File: src/rtl/madd_tile_sched.sv
// Tile-serial matrix adder. LANES-wide operand tiles stream from two SRAMs through one adder
// row into a 2-entry result FIFO, which drains to the result port under valid/ready.
module madd_tile_sched #(
  parameter int unsigned ROWS         = 128,
  parameter int unsigned DIMENTION    = 768,
  parameter int unsigned WIDTH_ADDEND = 8,
  parameter int unsigned LANES        = 64,
  parameter int unsigned SAT          = 0,
  localparam int unsigned BEATS       = ROWS * DIMENTION / LANES,
  localparam int unsigned ADDR_W      = (BEATS > 1) ? $clog2(BEATS) : 1,
  localparam int unsigned DW          = LANES * WIDTH_ADDEND
) (
  input  logic              clk,
  input  logic              rst_n,
  input  logic              start,
  input  logic              clear,
  output logic              busy,
  output logic              done,
  output logic              rd_en,
  output logic [ADDR_W-1:0] rd_addr,
  input  logic [DW-1:0]     rd_data1,
  input  logic [DW-1:0]     rd_data2,
  output logic              wr_valid,
  input  logic              wr_ready,
  output logic [ADDR_W-1:0] wr_addr,
  output logic [DW-1:0]     wr_data
);
  localparam int unsigned W = WIDTH_ADDEND;
  localparam logic [ADDR_W-1:0] LastAddr = ADDR_W'(BEATS - 1);

  typedef enum logic [1:0] {StIdle, StRun, StDrain, StDone} state_e;

  state_e            state_q, state_d;
  logic [ADDR_W-1:0] rd_cnt_q, rd_cnt_d;
  logic              infl_q, infl_d;
  logic [ADDR_W-1:0] infl_addr_q, infl_addr_d;
  logic [DW-1:0]     fifo_data_q [2];
  logic [DW-1:0]     fifo_data_d [2];
  logic [ADDR_W-1:0] fifo_addr_q [2];
  logic [ADDR_W-1:0] fifo_addr_d [2];
  logic              wptr_q, wptr_d, rptr_q, rptr_d;
  logic [1:0]        cnt_q, cnt_d;

  logic              push, pop, credit_ok, drain_empty;
  logic [2:0]        occupancy;
  logic [W:0]        lane_sum;
  logic [DW-1:0]     sum_tile;

  assign wr_valid = (cnt_q != 2'd0);
  assign wr_data  = fifo_data_q[rptr_q];
  assign wr_addr  = fifo_addr_q[rptr_q];
  assign rd_addr  = rd_cnt_q;
  assign busy     = (state_q == StRun) || (state_q == StDrain);
  assign done     = (state_q == StDone);
  assign pop      = wr_valid && wr_ready;
  assign push     = infl_q;

  // A slot freed by this cycle's pop counts as available, giving one beat per cycle.
  assign occupancy = {1'b0, cnt_q} + {2'b00, infl_q} - {2'b00, pop};
  assign credit_ok = (occupancy < 3'd2);
  assign rd_en     = (state_q == StRun) && credit_ok;

  // Empty after this cycle's pop with nothing left to land.
  assign drain_empty = !infl_q && ((cnt_q == 2'd0) || ((cnt_q == 2'd1) && pop));

  always_comb begin
    sum_tile = '0;
    lane_sum = '0;
    for (int k = 0; k < LANES; k++) begin
      lane_sum = {rd_data1[k*W+W-1], rd_data1[k*W +: W]} +
                 {rd_data2[k*W+W-1], rd_data2[k*W +: W]};
      if ((SAT != 0) && (lane_sum[W] != lane_sum[W-1])) begin
        sum_tile[k*W +: W] = lane_sum[W] ? {1'b1, {(W-1){1'b0}}} : {1'b0, {(W-1){1'b1}}};
      end else begin
        sum_tile[k*W +: W] = lane_sum[W-1:0];
      end
    end
  end

  always_comb begin
    state_d     = state_q;
    rd_cnt_d    = rd_cnt_q;
    infl_d      = rd_en;
    infl_addr_d = rd_en ? rd_cnt_q : infl_addr_q;
    unique case (state_q)
      StIdle: begin
        if (start) begin
          state_d  = StRun;
          rd_cnt_d = '0;
        end
      end
      StRun: begin
        if (rd_en) begin
          rd_cnt_d = rd_cnt_q + 1'b1;
          if (rd_cnt_q == LastAddr) state_d = StDrain;
        end
      end
      StDrain: begin
        if (drain_empty) state_d = StDone;
      end
      StDone: state_d = StIdle;
      default: state_d = StIdle;
    endcase
    if (clear) begin
      state_d  = StIdle;
      rd_cnt_d = '0;
      infl_d   = 1'b0;
    end
  end

  always_comb begin
    fifo_data_d = fifo_data_q;
    fifo_addr_d = fifo_addr_q;
    wptr_d      = wptr_q;
    rptr_d      = rptr_q;
    if (push) begin
      fifo_data_d[wptr_q] = sum_tile;
      fifo_addr_d[wptr_q] = infl_addr_q;
      wptr_d              = ~wptr_q;
    end
    if (pop) rptr_d = ~rptr_q;
    cnt_d = cnt_q + {1'b0, push} - {1'b0, pop};
    if (clear) begin
      cnt_d  = 2'd0;
      wptr_d = 1'b0;
      rptr_d = 1'b0;
    end
  end

  always_ff @(posedge clk or negedge rst_n) begin
    if (!rst_n) begin
      state_q     <= StIdle;
      rd_cnt_q    <= '0;
      infl_q      <= 1'b0;
      infl_addr_q <= '0;
      fifo_data_q <= '{default: '0};
      fifo_addr_q <= '{default: '0};
      wptr_q      <= 1'b0;
      rptr_q      <= 1'b0;
      cnt_q       <= 2'd0;
    end else begin
      state_q     <= state_d;
      rd_cnt_q    <= rd_cnt_d;
      infl_q      <= infl_d;
      infl_addr_q <= infl_addr_d;
      fifo_data_q <= fifo_data_d;
      fifo_addr_q <= fifo_addr_d;
      wptr_q      <= wptr_d;
      rptr_q      <= rptr_d;
      cnt_q       <= cnt_d;
    end
  end

endmodule
File: config.mk
export PLATFORM = sky130hd
export DESIGN_NAME = madd_tile_sched
export DESIGN_NICKNAME = d
export VERILOG_FILES = /design/src/rtl/madd_tile_sched.sv
export SDC_FILE = /design/constraint.sdc
export NUM_CORES = 2
export LEC_CHECK = 0
export CAP_MARGIN = 10
export CORE_AREA = 2 2 605 607
export CTS_BUF_LIST = sky130_fd_sc_hd__clkbuf_4
export CTS_CLUSTER_SIZE = 25
export DETAILED_ROUTE_END_ITERATION = 12
export DIE_AREA = 0 0 607 609
export MAX_ROUTING_LAYER = met4
export PLACE_DENSITY = 0.37
export SLEW_MARGIN = 20
export SYNTH_ARGS = -nofsm -noshare
export SYNTH_HDL_FRONTEND = slang
export SYNTH_SLANG_ARGS = --single-unit
File: constraint.sdc
create_clock -name clk -period 3.2 [get_ports clk]
set_input_delay 0.64 -clock clk [delete_from_list [all_inputs] [get_ports clk]]
set_output_delay 0.64 -clock clk [all_outputs]
set_load 0.005 [all_outputs]
==> results.rst <==
.. list-table::
   :header-rows: 1

   * - Metric
     - Value
   * - Dominant synthesized flop cell
     - dfrtp_1
   * - Global-route total usage across every layer
     - ~17%
   * - Cell-by-cell trace of the critical path
     - or2_4 > and2_4 > ha_4 > inv_2 > ha_4 > inv_2 > fa_2 > nand3_2 > inv_2 > buf_6
   * - Count of flip-flops with a built-in enable after synthesis
     - 0
   * - Worst clock skew on the final layout
     - about 0.12 ns
   * - Wire length on met2
     - approximately 170000 um
   * - Switching part of the total
     - about two fifths
   * - Detailed-routing iteration count for the pre-antenna-repair pass
     - 5
   * - Reg-to-reg setup timing slack
     - 0.35 ns
   * - Total of flip-flops plus latches after synthesis
     - 1075
   * - Slew Limit Fails
     - 0
   * - Final worst path period share
     - 124.9%
   * - Number of antenna violations at the first check in global routing
     - 99
   * - Hpwl dp
     - between 200000 and 300000 um
   * - Count of cell types in the netlist
     - 48
   * - Number of rows created at floorplan
     - around 220
   * - Worst-case headroom to the max-slew limit
     - between 40% and 50%
   * - Routed WL per cell
     - between 20 and 25 um
   * - Worst Setup End Kind
     - primary output
   * - Proportion of power drawn by the clock network
     - 17.8%
   * - Total global routing overflow
     - 0
   * - Post-Synthesis Cells
     - a little over 6k
   * - RSZ-0062 raised after global routing
     - yes
   * - Die Area
     - roughly 0.37 sq mm
   * - Final-report setup violation count
     - around 530
   * - Crit-path slowest cell
     - fa_2
   * - Die outline height
     - 609 um
   * - DIE WIDTH
     - 607 um
   * - Delay of the slowest cell on the worst path
     - roughly 0.56 ns
   * - Number of clock sinks
     - about 1.1k
   * - Nets@finish
     - 10.09k
   * - Total power divided by cell area
     - 824.0 mW/mm^2
   * - Initial core utilization
     - between 10% and 20%
   * - Layout cell share with drive strength beyond 1
     - around a quarter
   * - Setup TNS
     - -229.17 ns
   * - IR drop worst, VDD
     - around 0.00037 V
   * - CTS tree
     - built
   * - Async set-or-reset flop fraction in the synthesized netlist
     - 100.0%
   * - Metal-1 WL
     - between 100000 and 150000 um
   * - Iter 0 DRT Violations
     - 2760
   * - Cell seen most often among critical-path stages
     - inv_2
   * - Largest net degree at the start of global routing
     - around 130
   * - Relative contribution of combinational cells to total power
     - 53.7%
   * - Crit-path leading delay family
     - adder cells
   * - Post-Route Utilization
     - between 20% and 30%
   * - Clock buffer count from CTS
     - approximately 350
   * - Critical setup path kind
     - register to primary output
   * - Transition time at the pin with the least slew margin
     - approximately 0.87 ns
   * - Total Routed Length
     - 328700 um
   * - Met3 wirelength from detailed routing
     - between 15000 and 20000 um
   * - Count of max-cap constraint violations
     - 0
   * - Total instance count after detailed placement
     - 12.50k
   * - Post-Synthesis Net Count
     - ~7.7k
   * - Master cell of the clock root buffer
     - clkbuf_4
   * - Residual DRC
     - 0
   * - Final RePlAce weighted congestion
     - between 0.9 and 1
   * - Clock transition at the registers of the reported paths
     - about 0.050 ns
   * - Netlist Area Pre-Place
     - between 0.06 and 0.07 sq mm
   * - Final hold violations
     - 0
   * - Cell internal power dissipation
     - around 0.048 W
   * - Placement-stage worst setup slack
     - -0.2264 ns
   * - Count of placed standard cells in the final layout, fillers left out
     - roughly 14k
   * - Minimum setup slack in the final design
     - -0.7970 ns
   * - Average footprint of a synthesized cell
     - just over 10 sq um
   * - Worst hold path class
     - input port to register
   * - # H-tree levels
     - 5
   * - Critical path buffers and inverters
     - 4
   * - Critical path data arrival time
     - 3.36 ns
   * - Number of ports placed on the die boundary
     - between 1.5k and 2k
   * - Clk_lat worst skew
     - between 1 and 1.5 ns
   * - Number of global-route vias before repair
     - between 50k and 60k
   * - Status
     - finished with violations
   * - Highest Clock Rate
     - between 0.2 and 0.3 GHz
   * - Maximum buffer depth of the clock tree
     - 4
   * - Smallest hold slack
     - ~0.27 ns
   * - Post-layout minimum cycle time
     - ~4 ns
   * - Highest layer used for signal routing
     - met4
   * - Violated checks
     - negative setup slack
   * - Antenna violation net count after detailed routing
     - 0
   * - Synth-to-layout area growth
     - 52.13%
   * - Static Leakage
     - about 44 nW
   * - NetSw
     - between 0.03 and 0.04 W
   * - Count of vias placed by the detailed router
     - around 57k
   * - CP Max Fanout
     - 3
   * - Average vias per placed instance
     - 4.154
   * - Number of warning messages in the yosys log
     - 0
   * - Buffers on Ports
     - about 1.6k
   * - Required time of the critical path
     - approximately 2.6 ns
   * - Standard cell core area
     - 0.3639 sq mm
   * - Part of the Yosys area used for sequential elements
     - between 40% and 50%
   * - Startpoint type of the worst setup path
     - register
   * - Power share of the sequential group
     - between 20 and 30%
   * - Global-route wire length before repair
     - 443500 um
-- cells by family (layout without fill, tap and decap cells) --
family	Yosys count	count (layout)	synth area share, %
buf+inv	584	3147	3.746
flops	1075	1075	42.59
mux	812	812	14.47
simple gates	1134	1134	7.372
compound gates	1749	1749	16.22
other cells	0	64	0
xor+xnor	326	326	4.532
fa+ha+maj	520	520	11.07
-- timing repair --
| action | 4_1_cts | 5_1_grt |
|---|---|---|
| endpoints found under the hold margin | 1235 | 0 |
| pin swaps | 4 | 2 |
| gates cloned | 18 | 31 |
| resized for setup | 575 | 1482 |
| buffers inserted | 40 | 220 |
| hold buffers | 213 | 0 |
| setup endpoints to repair | 538 | 538 |
-- power by group through the flow --
stage | registers (W) | logic, W | clock network, W
after floorplan | 0.0218 | 0.0161 | 0
after global placement | 0.0223 | 0.0392 | 0
after detailed placement | 0.0227 | 0.0394 | 0
after CTS | 0.0225 | 0.0408 | 0.0149
after global routing | 0.0233 | 0.0455 | 0.0157
final | 0.0225 | 0.0425 | 0.0141
-- path summary, 6_finish.rpt --
path                                  startpoint          endpoint  cells after the start
worst min register to register  fifo_data_q[355]  fifo_data_q[355]                      2
max in group asynchronous                  rst_n   fifo_data_q[79]                      3
worst min-delay path                 rd_data1[0]  fifo_data_q[512]                      3
min in group asynchronous                  rst_n  fifo_data_q[941]                      3
worst max-delay path                    cnt_q[0]             rd_en                     10
worst max register to register          cnt_q[0]        state_q[0]                     14
-- Yosys cell counts (62+ instances only) --
master    number  share of area, %
o21a_1        70              0.83
buf_2        125              0.99
nor2b_1       67              0.66
xor2_1       191               2.6
dfrtp_1     1075                43
fa_1          65               2.1
o31a_1        64              0.89
a21oi_1      321               2.5
o21ai_0      889               7.0
a21o_1        64              0.76
ha_1         455               9.0
o31ai_1      132               1.6
nor2_1       200               1.2
a211oi_1      66              0.78
nand2_1      775               4.6
mux2_1        91               1.6
and3_1        62              0.61
xnor2_1      134               1.9
mux2_2       720                13
o21bai_1      63              0.75
inv_1        321               1.9
o41ai_1       63              0.87
clkbuf_1     136              0.81
-- final cells by class --
class / count / area (sq um)
Antenna cell: 64 / 160.2
Clock buffer: 487 / 3656
Clock inverter: 87 / 578.1
Fill cell: 38911 / 267800
Inverter: 321 / 1205
Multi-Input combinational cell: 4541 / 34570
Sequential cell: 1075 / 26900
Tap cell: 4816 / 6026
Timing Repair Buffer: 2252 / 22990
-- stage by stage --
step,cell area (sq um),total power (W)
3_3_place_gp,85590,0.06152
2_1_floorplan,63170,0.03784
4_1_cts,93090,0.07822
5_1_grt,96060,0.08443
6_report,96100,0.07918
3_5_place_dp,85590,0.06203
-- worst reg2reg max path, stage by stage (launching register included) --
cell      delay (ns)
dfrtp_1         0.38
or2_4           0.25
and2_4          0.17
ha_4            0.21
inv_2           0.06
ha_4            0.12
inv_2           0.03
fa_2            0.36
xnor2_2         0.16
buf_4           0.13
buf_4           0.10
nand2_1         0.08
o31ai_2         0.27
nand3_1         0.13
a221oi_1        0.31
-- state kept, by name (all words and copies together) (netlist names) --
signal,count
infl_addr_q,11
cnt_q,2
infl_q,1
fifo_addr_q,22
fifo_data_q,1024
rptr_q,1
state_q,2
rd_addr,11
wptr_q,1
-- layer usage --
layer | vias to the layer above | GRT usage (%)
met5 | - | -
met2 | 1537 | 31.30
met4 | 0 | 5.489
li1 | 26819 | -
met3 | 577 | 3.033
met1 | 27746 | 19.36
-- placed cells by master (no fill, tap or decap), drive strengths merged, types with 135 or more instances in the layout --
cell | Yosys | final
mux2 | 811 | 811
xor2 | 191 | 191
dlygate4sd3 | 0 | 213
a21oi | 322 | 322
inv | 321 | 328
clkbuf | 137 | 667
nor2 | 200 | 200
nand2 | 776 | 776
buf | 126 | 691
ha | 455 | 455
clkdlybuf4s50 | 0 | 1041
o21ai | 899 | 899
xnor2 | 135 | 135
dfrtp | 1075 | 1075
Note: power is estimated with default switching activity, not from simulation.
